`src/rtl/ddr2_rd_engine.sv`:
```
// MIG port-0 read engine: issues fixed-length read bursts while read mode is set
// and streams the returned words into the pipe-out FIFO without ever overrunning it.
module ddr2_rd_engine #(
    parameter int                  DATA_WIDTH    = 32,
    parameter int                  BURST_LEN     = 32,
    parameter int                  ADDR_WIDTH    = 30,
    parameter logic [ADDR_WIDTH-1:0] MEM_LAST_ADDR = 30'h03FF_FF80,
    parameter int                  OB_DEPTH      = 1024,
    parameter int                  OB_CNT_WIDTH  = 11
) (
    input  logic                    c1_clk0,
    input  logic                    c1_rst_n,
    input  logic                    calib_done,
    input  logic                    rd_mode,
    input  logic [OB_CNT_WIDTH-1:0] ob_count,
    output logic                    ob_wr_en,
    output logic [DATA_WIDTH-1:0]   ob_din,
    output logic                    p0_cmd_en,
    output logic [2:0]              p0_cmd_instr,
    output logic [5:0]              p0_cmd_bl,
    output logic [ADDR_WIDTH-1:0]   p0_cmd_byte_addr,
    input  logic                    p0_cmd_full,
    output logic                    p0_rd_en,
    input  logic [DATA_WIDTH-1:0]   p0_rd_data,
    input  logic                    p0_rd_empty,
    output logic                    busy,
    output logic [31:0]             words_read
);

    localparam int                    REM_W     = 7;
    localparam logic [ADDR_WIDTH-1:0]   ADDR_STEP = ADDR_WIDTH'(BURST_LEN * 4);
    localparam logic [OB_CNT_WIDTH-1:0] SPACE_LIM = OB_CNT_WIDTH'(OB_DEPTH - BURST_LEN);
    localparam logic [REM_W-1:0]        REM_LOAD  = REM_W'(BURST_LEN);

    typedef enum logic [1:0] {
        ST_IDLE  = 2'd0,
        ST_CHECK = 2'd1,
        ST_ISSUE = 2'd2,
        ST_DRAIN = 2'd3
    } state_t;

    state_t                  r_state;
    state_t                  w_state_nxt;
    logic [ADDR_WIDTH-1:0]   r_addr;
    logic [REM_W-1:0]        r_remaining;
    logic                    r_cmd_en;
    logic [ADDR_WIDTH-1:0]   r_cmd_addr;
    logic                    r_ob_wr_en;
    logic [DATA_WIDTH-1:0]   r_ob_din;
    logic                    r_busy;
    logic [31:0]             r_words_read;
    logic                    w_rd_en;

    assign w_rd_en = (r_state == ST_DRAIN) && !p0_rd_empty;

    always_comb begin
        w_state_nxt = r_state;
        case (r_state)
            ST_IDLE:  if (calib_done && rd_mode) w_state_nxt = ST_CHECK;
            ST_CHECK: begin
                if (!rd_mode)
                    w_state_nxt = ST_IDLE;
                else if (ob_count <= SPACE_LIM && !p0_cmd_full)
                    w_state_nxt = ST_ISSUE;
            end
            ST_ISSUE: w_state_nxt = ST_DRAIN;
            // Leave only on the pop that consumes the final word of the burst
            ST_DRAIN: if (w_rd_en && r_remaining == REM_W'(1)) w_state_nxt = ST_IDLE;
            default:  w_state_nxt = ST_IDLE;
        endcase
    end

    always_ff @(posedge c1_clk0) begin
        if (!c1_rst_n) begin
            r_state      <= ST_IDLE;
            r_addr       <= '0;
            r_remaining  <= '0;
            r_cmd_en     <= 1'b0;
            r_cmd_addr   <= '0;
            r_ob_wr_en   <= 1'b0;
            r_ob_din     <= '0;
            r_busy       <= 1'b0;
            r_words_read <= '0;
        end else begin
            r_state    <= w_state_nxt;
            r_cmd_en   <= (w_state_nxt == ST_ISSUE);
            r_busy     <= (w_state_nxt != ST_IDLE);
            r_ob_wr_en <= w_rd_en;
            if (w_rd_en)
                r_ob_din <= p0_rd_data;
            if (r_ob_wr_en)
                r_words_read <= r_words_read + 32'd1;
            if (w_state_nxt == ST_ISSUE)
                r_cmd_addr <= r_addr;
            // Sessions restart at 0; an in-flight burst always finishes before this applies
            if (r_state == ST_IDLE && !rd_mode)
                r_addr <= '0;
            if (r_state == ST_ISSUE) begin
                r_addr      <= (r_addr == MEM_LAST_ADDR) ? '0 : r_addr + ADDR_STEP;
                r_remaining <= REM_LOAD;
            end
            if (w_rd_en)
                r_remaining <= r_remaining - REM_W'(1);
        end
    end

    assign ob_wr_en         = r_ob_wr_en;
    assign ob_din           = r_ob_din;
    assign p0_cmd_en        = r_cmd_en;
    assign p0_cmd_instr     = 3'b001;
    assign p0_cmd_bl        = 6'(BURST_LEN - 1);
    assign p0_cmd_byte_addr = r_cmd_addr;
    assign p0_rd_en         = w_rd_en;
    assign busy             = r_busy;
    assign words_read       = r_words_read;

endmodule

```
`config.mk`:
```
export PLATFORM = sky130hd
export DESIGN_NAME = ddr2_rd_engine
export DESIGN_NICKNAME = d
export VERILOG_FILES = /design/src/rtl/ddr2_rd_engine.sv
export SDC_FILE = /design/constraint.sdc
export NUM_CORES = 1
export LEC_CHECK = 0
export BUFFER_PORTS_ARGS = -buffer_cell sky130_fd_sc_hd__buf_2
export CAP_MARGIN = 40
export CORE_MARGIN = 1
export CORE_UTILIZATION = 55
export CTS_BUF_LIST = sky130_fd_sc_hd__clkbuf_16
export DETAILED_ROUTE_END_ITERATION = 7
export PLACE_DENSITY = 0.93
export SLEW_MARGIN = 20
export SYNTH_ARGS = -nofsm -noshare
export SYNTH_HDL_FRONTEND = slang
export SYNTH_SLANG_ARGS = --single-unit
```
`constraint.sdc`:
```
create_clock -name c1_clk0 -period 3.4 [get_ports c1_clk0]
set_input_delay 0.34 -clock c1_clk0 [delete_from_list [all_inputs] [get_ports c1_clk0]]
set_output_delay 0.34 -clock c1_clk0 [all_outputs]
set_load 0.02 [all_outputs]
```
* Yosys cells after proc, flatten, opt, wreduce, memory -nomap -nowiden
Index checks and enable logic that the tools add are counted.
** Cells by class
- Add/subtract/negate cells :: 3
- $lt $le $gt $ge :: 1
- Eq/ne operators :: 6
- Multiplexer cells :: 10
- Reductions and logical operators :: 12
** Operators with widths (count)
- 30-bit 2-to-1 mux :: 3
- 32-bit by 1-bit adder with 32-bit output, second input constant :: 1
- 30-bit by 8-bit adder with 30-bit output, second input constant :: 1
- 30-bit by 26-bit equality test with 1-bit output, second input constant :: 1
- 7-bit 2-to-1 mux :: 2
- 11-bit by 10-bit less-or-equal comparator with 1-bit output, second input constant :: 1
- 2-bit 2-to-1 mux :: 4
- 2-bit case mux with 4 select lines :: 1
- 7-bit by 1-bit equality test with 1-bit output, second input constant :: 1
- 7-bit by 1-bit subtractor with 7-bit output, second input constant :: 1
- 2-bit equality test, second input constant :: 3
- 2-bit nonzero test :: 3
- 1-bit logical AND :: 5
- 1-bit logical NOT :: 3
- 2-bit by 1-bit equality test with 1-bit output, second input constant :: 1
- 2-bit logical NOT :: 1
** Word-level totals
- Register bits :: 136
- Bits of input ports :: 49
- Output and inout bits :: 107
- Logic and storage cells :: 41

* Depth between registers and ports, before layout
- Word-level depth :: 6
- Gate-level depth with buffers :: 7
- Mapped depth without buffers :: 6

* Worst setup path before layout
OpenSTA, ideal clock, no wires.
- Path type :: flip-flop to flip-flop
- Start point :: register r_ob_wr_en, in the netlist ob_wr_en
- End point :: register r_words_read[16], in the netlist words_read[16]
- Library setup time :: 0.128 ns
- Data arrival time :: 1.651 ns
- Required time :: 3.272 ns
- Slack :: 1.621 ns
- Stages on the path, launching flop included :: 8
- Buffers on the path :: 2
- Clock period less this slack :: 1.779 ns
- Cell sequence :: dfxtp_1 -> and4_1 -> buf_4 -> nand4_1 -> buf_2 -> nor4_2 -> xnor2_1 -> nor2_1
** RTL lines
- start: declaration :: line 48 : logic r_ob_wr_en;
- start signal: assignment :: line 88 : r_ob_wr_en <= w_rd_en;
- end signal: assignment :: line 92 : r_words_read <= r_words_read + 32'd1;
- end: declaration :: line 51 : logic [31:0] r_words_read;

* Worst setup path after layout
- Start point :: register r_state[0]
- End point :: register r_remaining[6]
** On the way
- Cells in the longest elaborated chain, start to end :: 3
- Elaborated cells on any way between the ends :: 5
- Those cells by class :: 2 x eq/ne; 1 x mux; 2 x reduce/logical
** RTL lines
- start: declaration :: line 42 : state_t r_state;
- start signal: assignment :: line 85 : r_state <= w_state_nxt;
- 2-bit equality test :: line 54 : assign w_rd_en = (r_state == ST_DRAIN) && !p0_rd_empty;
- 1-bit logical AND :: line 54
- 7-bit 2-to-1 mux or 2-bit nonzero test (tied branches)
- end signal: assignment :: line 103 : r_remaining <= r_remaining - REM_W'(1);
- end: declaration :: line 45 : logic [REM_W-1:0] r_remaining;
Parallel ways exist; a longest one is shown, timed or not.
A chain may end at the register's enable or synchronous reset.

==> metrics.md <==
| Metric | Value |
|---|---|
| Clk_lat worst skew | `0.40 ns` |
| GPL Wtd Cong | `roughly 0.83` |
| TritonRoute pass-1 iters | `5` |
| Clk slew on worst S/H paths | `0.06 ns` |
| Min cycle time layout | `approximately 2.6 ns` |
| Clock root buffer | `clkbuf_16` |
| Gr usage total | `0.254` |
| Vias in the first global route | `around 4,600` |
| Setup TNS | `0 ns` |
| Initial cell density of the core | `0.568` |
| Die W | `99.4 µm` |
| Ys async rst share | `0` |
| Slew margin rel. | `0.487` |
| Setup Viol. Count Final | `0` |
| Remaining DRCs | `0` |
| Synth top area share | `0.468` |
| Hold_buf cts | `0` |
| Mapped Area | `about 5200 µm²` |
| Seq/Total Area, Yosys | `0.468` |
| Nets | `about 800` |
| Max layer used | `met4` |
| Area Growth Syn to Fin | `25.1%` |
| H-tree lvl count | `4` |
| Top post-synthesis cells by area | `dfxtp_1 (47%), nand2_1 (7.1%), nor2_1 (6.0%), mux2i_1 (4.8%), a21oi_1 (4.5%)` |
| Post-CTS Resized | `0` |
| # Post-CTS Setup Buffers | `0` |
| Fmax | `around 400 MHz` |
| Post-synthesis cell type count | `49` |
| Post-Layout Inst Area | `between 6000 and 7000 µm²` |
| First-pass GRT wire length | `20,300 µm` |
| Initial drt markers | `310` |
| Area after DPL | `5870 µm²` |
| Worst EP required | `roughly 3.7 ns` |
| Core Region | `9200 µm²` |
| Pwr dens | `517 nW/µm²` |
| Worst setup SP type | `flop` |
| Die footprint | `a little under 10,000 µm²` |
| Hold Crit Class | `in -> reg` |
| Max Cap Viol | `0` |
| Metal3 WL | `~920 µm` |
| Setup Crit Path Kind | `reg -> reg` |
| Unrepaired setup endpoints after global routing | `false` |
| Post-synth EDFFs | `0` |
| Chip Height | `between 90 and 100 µm` |
| Post-DP HPWL | `around 8300 µm` |
| Slew Limit Fails | `0` |
| I/O Buffers | `between 100 and 150` |
| FF+latch count, synth | `approximately 120` |
| Critical Path AT | `about 2.9 ns` |
| Routed via count | `between 4,000 and 5,000` |
| Final ANT Viol Nets | `0` |
| Final Hold Fails | `0` |
| # rows | `35` |
| Cts bufs inserted | `17` |
| Clock Skew | `0.00999 ns` |
| Avg WL per Cell | `14.4 µm` |
| Antenna violations before repair | `0` |
| Total wire length | `between 10,000 and 15,000 µm` |
| Post-synth top area cell | `dfxtp_1` |
| Largest net degree at the start of global routing | `between 50 and 60` |
| Pleak | `between 2 and 3 nW` |
| Slew of the pin with the lowest slew margin | `0.766 ns` |
| Final period utilization | `0.756` |
| Met2 wire len | `6280 µm` |
| Mapped Avg Cell Area | `~8.5 µm²` |
| Ports | `approximately 160` |
| Worst-path maximum fanout | `23` |
| GR Overflow Total | `0` |
| Via-to-Cell Ratio | `roughly 5.6` |
| Max clock buf depth | `2` |
| Top_reg_cell synth | `dfxtp_1` |
| M1 WL | `just over 5000 µm` |
| Proportion of layout cells with a drive suffix above 1 | `0.253` |
| Peak VDD IR | `~0.40 mV` |
| ANT cells | `0` |
| CTS sink cnt | `122` |
| Syn. warnings | `0` |
| Status | `finished, final reports clean` |
| Critical Path Sink Type | `flop` |
| Mapped Cells | `~610` |
| CTS tree | `done` |
[per-layer routing]
| metal | vias to the layer above | global-route usage |
|---|---|---|
| met5 | - | 0 |
| met3 | 29 | 0.0780 |
| met2 | 220 | 0.434 |
| met4 | 0 | 0.105 |
| li1 | 2339 | - |
| met1 | 2255 | 0.296 |
[metrics by stage]
step | power, mW | worst slack [ns] | utilization | hold WS (ns) | instances
final | 3.38 | 0.829 | 0.710 | 0.165 | 866
after global routing | 3.48 | 0.700 | 0.710 | 0.166 | 866
after CTS | 3.39 | 0.560 | 0.705 | 0.160 | 864
after detailed placement | 1.56 | 0.872 | 0.638 | 0.443 | 832
after global placement | 1.56 | 0.981 | 0.638 | 0.439 | 832
after floorplan | 1.53 | 1.62 | - | 0.451 | 627
[power by group]
group	internal [mW]	switching (mW)
sequential	1.43	0.00378
combinational	0.0334	0.0645
clock	1.17	0.678
[flip-flops by register name, indices dropped and copies added (netlist names)]
| name | cells |
|---|---|
| words_read | 32 |
| ob_wr_en | 1 |
| r_state | 2 |
| r_addr | 23 |
| p0_cmd_en | 1 |
| ob_din | 32 |
| p0_cmd_byte_addr | 23 |
| r_remaining | 7 |
| busy | 1 |
[logic make-up (layout without fill, tap and decap cells)]
group           Yosys count  count (layout)  synth area share
other cells               2              16           0.00144
buf+inv                  58             186            0.0594
mux                      25              25            0.0479
flops                   122             122             0.468
compound gates           95              95             0.109
fa+ha+maj                 4               4           0.00959
simple gates            275             275             0.251
xor+xnor                 32              32            0.0537
[Yosys cell counts (2+ instances only)]
cell      count
buf_2         8
xor2_1       12
or3_1         3
nor2b_1       2
ha_1          4
a311oi_1      2
nand2_1      99
or2_2         4
a41oi_1       6
nor4_2        2
dfxtp_1     122
a22o_1        2
nor4_1        4
nand2b_1      5
and4_1        8
a21oi_1      47
and3_1        4
buf_6         2
a22oi_1       2
buf_4        18
inv_1         9
mux2i_1      25
nand4_1      11
or4_1         2
conb_1        2
nor2_1       84
clkbuf_1     16
a31oi_1      21
o21ai_0       8
buf_1         4
a211oi_1      2
nor3_1       13
and2_1        3
xnor2_1      20
nand3_1      23
[final cells by class]
cell class	instances	area, µm²
Inverter	10	37.5
Sequential cell	122	2440
Fill cell	686	2660
Tap cell	111	139
Clock buffer	17	425
Multi-Input combinational cell	447	2520
Clock inverter	15	190
Timing Repair Buffer	144	778
[worst max-delay path: stages (launching register included)]
cell and delay [ns]:
dfxtp_1 0.57, nand3b_2 0.46, buf_4 0.36, or4b_4 0.54
or4_1 0.43, a21oi_1 0.15
[cells in the final DEF, fill, tap and decap left out, drive strengths merged, types with 3 or more instances in the layout]
| cell | instances |
|---|---|
| buf | 144 |
| dfxtp | 122 |
| nand2 | 99 |
| nor2 | 84 |
| a21oi | 48 |
| mux2i | 25 |
| nand3 | 23 |
| a31oi | 21 |
| xnor2 | 20 |
| clkbuf | 17 |
| conb | 16 |
| nor3 | 14 |
| nand4 | 13 |
| inv | 13 |
| xor2 | 12 |
| and4 | 8 |
| o21ai | 8 |
| nor4 | 7 |
| a41oi | 6 |
| clkinv | 6 |
| nand2b | 5 |
| or2 | 4 |
| and3 | 4 |
| ha | 4 |
| and2 | 3 |
| or3 | 3 |
| clkinvlp | 3 |
| bufinv | 3 |
[path summary, 6_finish.rpt]
check                    startpoint                          end  slack [ns]  cells after the start
max           r_state[0]$_SDFF_PN0_  r_remaining[6]$_SDFFE_PN0P_        0.83                      5
min                   p0_rd_data[0]       ob_din[0]$_SDFFE_PN0P_        0.16                      3
max reg2reg   r_state[0]$_SDFF_PN0_  r_remaining[6]$_SDFFE_PN0P_        0.83                      5
min reg2reg  ob_din[7]$_SDFFE_PN0P_       ob_din[7]$_SDFFE_PN0P_        0.45                      2
Note: power is estimated with default switching activity, not from simulation.
